**src/rtl/bfly_stage_param.sv**
```systemverilog
// rtl/bfly_stage_param.sv - radix-2 butterfly stage: lane add/sub, optional /2 rounding,
// block-programmable -j rotation on the difference path, saturation and block tracking.
module bfly_stage_param #(
  parameter int LANES   = 16,
  parameter int IN_W    = 9,
  parameter int OUT_W   = 10,
  parameter int BLK_CYC = 16
) (
  input  logic                     clk,
  input  logic                     rstn,
  input  logic                     valid_in,
  input  logic [LANES*IN_W-1:0]    in_a_real,
  input  logic [LANES*IN_W-1:0]    in_a_imag,
  input  logic [LANES*IN_W-1:0]    in_b_real,
  input  logic [LANES*IN_W-1:0]    in_b_imag,
  input  logic [1:0]               rot_mode,
  input  logic                     scale_en,
  input  logic                     clr_ovf,
  output logic                     valid_out,
  output logic [LANES*OUT_W-1:0]   out_add_real,
  output logic [LANES*OUT_W-1:0]   out_add_imag,
  output logic [LANES*OUT_W-1:0]   out_sub_real,
  output logic [LANES*OUT_W-1:0]   out_sub_imag,
  output logic                     blk_start,
  output logic                     blk_last,
  output logic                     ovf_sticky
);

  localparam int BW = $clog2(BLK_CYC);
  // Working width covers A-B, the +1 rounding term and negating the most-negative difference.
  localparam int EW = IN_W + 2;
  localparam int CW = ((EW > OUT_W) ? EW : OUT_W) + 1;

  typedef logic signed [CW-1:0] wide_t;

  localparam wide_t ONE     = {{(CW-1){1'b0}}, 1'b1};
  localparam wide_t SAT_MAX = {{(CW-OUT_W+1){1'b0}}, {(OUT_W-1){1'b1}}};
  localparam wide_t SAT_MIN = {{(CW-OUT_W+1){1'b1}}, {(OUT_W-1){1'b0}}};

  function automatic wide_t sx(input logic [IN_W-1:0] x);
    return {{(CW-IN_W){x[IN_W-1]}}, x};
  endfunction

  function automatic wide_t scl(input wide_t v, input logic en);
    return en ? ((v + ONE) >>> 1) : v;
  endfunction

  function automatic logic clips(input wide_t v);
    return (v > SAT_MAX) || (v < SAT_MIN);
  endfunction

  function automatic logic [OUT_W-1:0] sat(input wide_t v);
    if (v > SAT_MAX)      return SAT_MAX[OUT_W-1:0];
    else if (v < SAT_MIN) return SAT_MIN[OUT_W-1:0];
    else                  return v[OUT_W-1:0];
  endfunction

  logic [BW-1:0]            beat_cnt_q, beat_cnt_d;
  logic [1:0]               blk_rot_q, blk_rot_d;
  logic                     blk_scale_q, blk_scale_d;
  logic                     s1_valid_q, s1_valid_d;
  logic [LANES*IN_W-1:0]    s1_ar_q, s1_ar_d, s1_ai_q, s1_ai_d;
  logic [LANES*IN_W-1:0]    s1_br_q, s1_br_d, s1_bi_q, s1_bi_d;
  logic [BW-1:0]            s1_beat_q, s1_beat_d;
  logic [1:0]               s1_rot_q, s1_rot_d;
  logic                     s1_scale_q, s1_scale_d;
  logic                     valid_out_q, valid_out_d;
  logic                     blk_start_q, blk_start_d;
  logic                     blk_last_q, blk_last_d;
  logic                     ovf_q, ovf_d;
  logic [LANES*OUT_W-1:0]   add_re_q, add_re_d, add_im_q, add_im_d;
  logic [LANES*OUT_W-1:0]   sub_re_q, sub_re_d, sub_im_q, sub_im_d;

  logic                     first_beat;
  logic                     rot_flag;
  logic                     clip;
  logic [LANES*OUT_W-1:0]   res_add_re, res_add_im, res_sub_re, res_sub_im;

  always_comb begin
    first_beat  = (beat_cnt_q == '0);
    beat_cnt_d  = beat_cnt_q;
    blk_rot_d   = blk_rot_q;
    blk_scale_d = blk_scale_q;
    s1_valid_d  = valid_in;
    s1_ar_d     = s1_ar_q;
    s1_ai_d     = s1_ai_q;
    s1_br_d     = s1_br_q;
    s1_bi_d     = s1_bi_q;
    s1_beat_d   = s1_beat_q;
    s1_rot_d    = s1_rot_q;
    s1_scale_d  = s1_scale_q;
    if (valid_in) begin
      beat_cnt_d = beat_cnt_q + BW'(1);
      if (first_beat) begin
        blk_rot_d   = rot_mode;
        blk_scale_d = scale_en;
      end
      s1_ar_d    = in_a_real;
      s1_ai_d    = in_a_imag;
      s1_br_d    = in_b_real;
      s1_bi_d    = in_b_imag;
      s1_beat_d  = beat_cnt_q;
      // Beat 0 uses the freshly sampled config, later beats the latched one.
      s1_rot_d   = blk_rot_d;
      s1_scale_d = blk_scale_d;
    end
  end

  always_comb begin
    wide_t ar, ai, br, bi, s_re, s_im, d_re, d_im, r_re, r_im;
    ar = '0; ai = '0; br = '0; bi = '0;
    s_re = '0; s_im = '0; d_re = '0; d_im = '0; r_re = '0; r_im = '0;
    clip       = 1'b0;
    res_add_re = '0;
    res_add_im = '0;
    res_sub_re = '0;
    res_sub_im = '0;
    case (s1_rot_q)
      2'd1:    rot_flag = s1_beat_q[BW-1];
      2'd2:    rot_flag = s1_beat_q[BW-2];
      default: rot_flag = 1'b0;
    endcase
    for (int l = 0; l < LANES; l++) begin
      ar   = sx(s1_ar_q[l*IN_W +: IN_W]);
      ai   = sx(s1_ai_q[l*IN_W +: IN_W]);
      br   = sx(s1_br_q[l*IN_W +: IN_W]);
      bi   = sx(s1_bi_q[l*IN_W +: IN_W]);
      s_re = scl(ar + br, s1_scale_q);
      s_im = scl(ai + bi, s1_scale_q);
      d_re = scl(ar - br, s1_scale_q);
      d_im = scl(ai - bi, s1_scale_q);
      r_re = rot_flag ? d_im : d_re;
      r_im = rot_flag ? -d_re : d_im;
      res_add_re[l*OUT_W +: OUT_W] = sat(s_re);
      res_add_im[l*OUT_W +: OUT_W] = sat(s_im);
      res_sub_re[l*OUT_W +: OUT_W] = sat(r_re);
      res_sub_im[l*OUT_W +: OUT_W] = sat(r_im);
      clip = clip | clips(s_re) | clips(s_im) | clips(r_re) | clips(r_im);
    end
  end

  always_comb begin
    valid_out_d = s1_valid_q;
    blk_start_d = s1_valid_q && (s1_beat_q == '0);
    blk_last_d  = s1_valid_q && (s1_beat_q == BW'(BLK_CYC-1));
    // A new clamp in the same cycle as clr_ovf keeps the flag set.
    ovf_d       = (ovf_q & ~clr_ovf) | (s1_valid_q & clip);
    add_re_d    = s1_valid_q ? res_add_re : add_re_q;
    add_im_d    = s1_valid_q ? res_add_im : add_im_q;
    sub_re_d    = s1_valid_q ? res_sub_re : sub_re_q;
    sub_im_d    = s1_valid_q ? res_sub_im : sub_im_q;
  end

  always_ff @(posedge clk or negedge rstn) begin
    if (!rstn) begin
      beat_cnt_q  <= '0;
      blk_rot_q   <= '0;
      blk_scale_q <= 1'b0;
      s1_valid_q  <= 1'b0;
      s1_ar_q     <= '0;
      s1_ai_q     <= '0;
      s1_br_q     <= '0;
      s1_bi_q     <= '0;
      s1_beat_q   <= '0;
      s1_rot_q    <= '0;
      s1_scale_q  <= 1'b0;
      valid_out_q <= 1'b0;
      blk_start_q <= 1'b0;
      blk_last_q  <= 1'b0;
      ovf_q       <= 1'b0;
      add_re_q    <= '0;
      add_im_q    <= '0;
      sub_re_q    <= '0;
      sub_im_q    <= '0;
    end else begin
      beat_cnt_q  <= beat_cnt_d;
      blk_rot_q   <= blk_rot_d;
      blk_scale_q <= blk_scale_d;
      s1_valid_q  <= s1_valid_d;
      s1_ar_q     <= s1_ar_d;
      s1_ai_q     <= s1_ai_d;
      s1_br_q     <= s1_br_d;
      s1_bi_q     <= s1_bi_d;
      s1_beat_q   <= s1_beat_d;
      s1_rot_q    <= s1_rot_d;
      s1_scale_q  <= s1_scale_d;
      valid_out_q <= valid_out_d;
      blk_start_q <= blk_start_d;
      blk_last_q  <= blk_last_d;
      ovf_q       <= ovf_d;
      add_re_q    <= add_re_d;
      add_im_q    <= add_im_d;
      sub_re_q    <= sub_re_d;
      sub_im_q    <= sub_im_d;
    end
  end

  assign valid_out    = valid_out_q;
  assign blk_start    = blk_start_q;
  assign blk_last     = blk_last_q;
  assign ovf_sticky   = ovf_q;
  assign out_add_real = add_re_q;
  assign out_add_imag = add_im_q;
  assign out_sub_real = sub_re_q;
  assign out_sub_imag = sub_im_q;

endmodule
```
**config.mk**
```make
export PLATFORM = sky130hd
export DESIGN_NAME = bfly_stage_param
export DESIGN_NICKNAME = d
export VERILOG_FILES = /design/src/rtl/bfly_stage_param.sv
export SDC_FILE = /design/constraint.sdc
export NUM_CORES = 2
export LEC_CHECK = 0
export CAP_MARGIN = 40
export CORE_AREA = 8 8 475 477
export CTS_CLUSTER_DIAMETER = 120
export CTS_CLUSTER_SIZE = 10
export DETAILED_ROUTE_END_ITERATION = 8
export DIE_AREA = 0 0 483 485
export HOLD_SLACK_MARGIN = 0.12
export SYNTH_ARGS = -nofsm -noshare
export SYNTH_HDL_FRONTEND = slang
export SYNTH_SLANG_ARGS = --single-unit
export TNS_END_PERCENT = 20
```
**constraint.sdc**
```tcl
create_clock -name clk -period 4.5 [get_ports clk]
set_clock_uncertainty 0.15 [all_clocks]
set_input_delay 0.675 -clock clk [delete_from_list [all_inputs] [get_ports clk]]
set_output_delay 0.675 -clock clk [all_outputs]
set_load 0.1 [all_outputs]
```
==> flow_metrics.py <==
metrics = {
    "final_layout": {
        "layout_common_cells": "dfrtp_1 (1230), clkdlybuf4s50_1 (1118), nand2_1 (1006)",
        "drive_above_1_share_pct": 14.02,
        "num-nets-final": 13910,
        "multiInputGateArea_sq_um": 56320,
        "utilization_pct": 57.26,
        "area_growth_pct": 36.08,
        "fillers": 19000,
        "layout_commonest_cell": "dfrtp_1",
        "seq_area_sq_um": 30840,
    },
    "setup_path": {
        "cp-start-kind": "flop",
        "required_ns": 5.06,
        "critPathArrivalTime_ns": 5.04,
        "critPathCaptureType": "flop",
        "cp_max_fo": 4,
        "worst-setup-path-type": "reg -> reg",
    },
    "synth": {
        "synth_cell_types": 113,
        "synthFlopType": "dfrtp_1",
        "netlist.area_leader.share_pct": 33.58,
        "ys_warn_count": 0,
        "syn_nets": 12190,
        "yosys-top-cells-area": "dfrtp_1 (34%), ha_1 (9.0%), a21oi_1 (5.4%)",
        "syn_inst": 10880,
        "avgSynthCellArea_sq_um": 8.441,
        "synth_edf_count": 0,
        "ys_seq_area_share_pct": 33.58,
        "syn_area_sq_um": 91820,
        "synthArstFlopShare_pct": 100.0,
        "ys_ff_latch": 1232,
        "synth_top_cell_by_area": "dfrtp_1",
    },
    "clocking": {
        "numCtsBuffers": 141,
        "clock_latency_ns": 0.84,
        "clockBufferDepth": 3,
        "clkSinkCount": 1232,
        "cts-root-buf": "clkbuf_16",
        "cts_tree": "done",
        "ctsHtreeMaxLevel": 4,
        "cts.clk_slew.worst_paths_ns": 0.06,
    },
    "power": {
        "pwr_density_cell_nw_per_um2": 808.0,
        "p_sw_share_pct": 54.36,
        "seqPwrFrac_pct": 17.3,
        "power_frac_comb_pct": 72.0,
        "power.leakage_nw": 54.66,
        "ir_drop_mv": 0.8444,
        "pwr-share-clk_pct": 10.8,
        "p_int_w": 0.04608,
        "power.switching_w": 0.05487,
    },
    "sta": {
        "finalCriticalPeriod_ns": 4.479,
        "worst_pin_slew_ns": 0.9527,
        "rsz0062_at_grt": "yes",
        "slew_headroom_pct": 36.49,
        "hold_viol": 0,
        "setup_viol": 0,
        "drv_slew": 0,
        "max_freq_mhz": 223.3,
        "fin_crit_sh_pct": 99.54,
        "fin_ws_ns": 0.02076,
    },
    "global_route": {
        "grt_pass1_wl_microns": 606200,
        "grt_pass1_vias": 89100,
        "grt_start_max_net_pins": 129,
        "overflow": 0,
        "grt_util_all_layers_pct": 34.26,
        "antenna_found_initial": 27,
    },
    "route": {
        "ant_nets": 0,
        "drt_iter0_drc": 6784,
        "vias_per_cell": 5.768,
        "drc": 0,
        "vias": 89430,
        "first_pass_iters": 6,
        "drt-total-wl_microns": 420000,
        "wl_per_cell_microns": 27.09,
    },
    "floorplanning": {
        "io_pins": 1227,
        "std_cell_rows": 172,
        "start_util_pct": 42.08,
        "die-width_microns": 483,
        "die-height_microns": 485,
        "core_sq_um": 218200,
        "die_area_sq_um": 234300,
    },
    "placed_design": {
        "hpwl_microns": 340300,
        "gp_congestion": 0.9949,
        "io_buffers": 1226,
        "dp_slack_ns": -0.1949,
    },
    "job": {
        "drv_cap": 0,
    },
    "worst_hold_path": {
        "min_path_type": "in -> reg",
    },
    "outcome": {
        "status": "complete, no violations",
    },
}
-- worst paths after layout --
| check | startpoint | endpoint | slack [ns] | depth (start not counted) |
|---|---|---|---|---|
| worst max-delay path | s1_ar_q[126] | ovf_sticky | 0.02 | 17 |
| min in group asynchronous | rstn | out_add_real[65] | 0.32 | 2 |
| worst min register to register | out_sub_real[71] | out_sub_real[71] | 0.33 | 1 |
| worst min-delay path | valid_in | s1_br_q[2] | 0.23 | 2 |
| max in group asynchronous | rstn | out_sub_imag[81] | 2.53 | 4 |
| worst max register to register | s1_ar_q[126] | ovf_sticky | 0.02 | 17 |
-- stage by stage --
step	hold WS (ns)	cells	instance area [sq um]	power (W)	setup TNS (ns)
after floorplan	0.2294	10880	91820	0.05727	0
after CTS	0.2078	15480	124500	0.1008	0
after global routing	0.2260	15500	124900	0.1050	-0.9821
after detailed placement	0.3179	15320	120500	0.08955	-0.1949
final	0.2300	15510	124900	0.1010	0
after global placement	0.3113	14770	108600	0.07762	-0.1458
-- sequential cells by signal, indices dropped and copies added (netlist names), 144 cells and up --
| signal | count |
|---|---|
| out_sub_real | 160 |
| out_add_imag | 160 |
| out_sub_imag | 160 |
| s1_bi_q | 144 |
| s1_ar_q | 144 |
| s1_br_q | 144 |
| out_add_real | 160 |
| s1_ai_q | 144 |
-- metal layers --
metal	track usage (%)	vias up	routed length, microns
met3	6.899	785	26910
met1	38.32	43760	155800
met5	0	-	193
met2	59.59	3248	204000
li1	-	41600	-
met4	21.90	30	33110
-- synthesized netlist by cell type (80+ instances only) --
library cell  instances
dfrtp_1            1232
nand2_1            1008
nor2_1              998
a21oi_1             994
o21ai_0             923
inv_1               746
ha_1                660
xnor2_1             459
clkbuf_1            444
mux2_2              380
nand3_1             242
a21o_1              227
xor2_1              202
a211oi_1            171
nor2b_1             154
nor3_1              129
o21bai_1            129
a31oi_1             127
nand2b_1            114
o211ai_1            112
mux2i_1              97
and3_1               80
-- what timing repair did --
action / CTS / global route
setup endpoints to repair: 4 / 78
hold buffers: 1 / 0
resized for setup: 10 / 67
endpoints found under the hold margin: 72 / 0
pin swaps: 2 / 21
gates cloned: 0 / 1
buffers inserted: 1 / 12
-- critical path: stages, from the launching register on --
cell and delay (ns):
dfrtp_1 0.39, inv_2 0.09, ha_4 0.14, inv_2 0.04, fa_2 0.41, a211oi_2 0.30, nor2_2 0.08, or3_4 0.41
or4_4 0.52, nor3_4 0.22, mux2_4 0.33, or2b_1 0.28, nor4_4 0.14, buf_4 0.18, xnor2_4 0.13, a21oi_2 0.14
nand4_1 0.10, o31a_1 0.30
-- area by class of cell --
type / instances / share of cell area (%)
Sequential cell: 1232 / 24.68
Clock buffer: 149 / 2.949
Inverter: 749 / 2.262
Tap cell: 2871 / 2.875
Timing Repair Buffer: 2163 / 21.99
Multi-Input combinational cell: 8319 / 45.08
Antenna cell: 12 / 0.02403
Clock inverter: 11 / 0.1472
-- kinds of logic (layout without fill, tap and decap cells) --
| family | after synthesis | count (layout) | synth area share (%) |
|---|---|---|---|
| multiplexers | 477 | 477 | 5.718 |
| adder cells (fa/ha/maj) | 725 | 725 | 10.40 |
| buffers and inverters | 1327 | 3072 | 5.553 |
| XOR/XNOR | 664 | 664 | 6.379 |
| other | 0 | 12 | 0 |
| flip-flops | 1232 | 1232 | 33.58 |
| AND/OR/NAND/NOR | 3164 | 3164 | 16.10 |
| AO/OA/AOI/OAI | 3289 | 3289 | 22.27 |
-- power groups by stage --
stage | Sequential (W) | Clock (W) | Combinational, W
final | 0.0174 | 0.0109 | 0.0726
after global routing | 0.0177 | 0.0114 | 0.0759
after CTS | 0.0174 | 0.0110 | 0.0724
after detailed placement | 0.0175 | 0 | 0.0720
after global placement | 0.0174 | 0 | 0.0602
after floorplan | 0.0362 | 0 | 0.0211
Note: power is estimated with default switching activity, not from simulation.
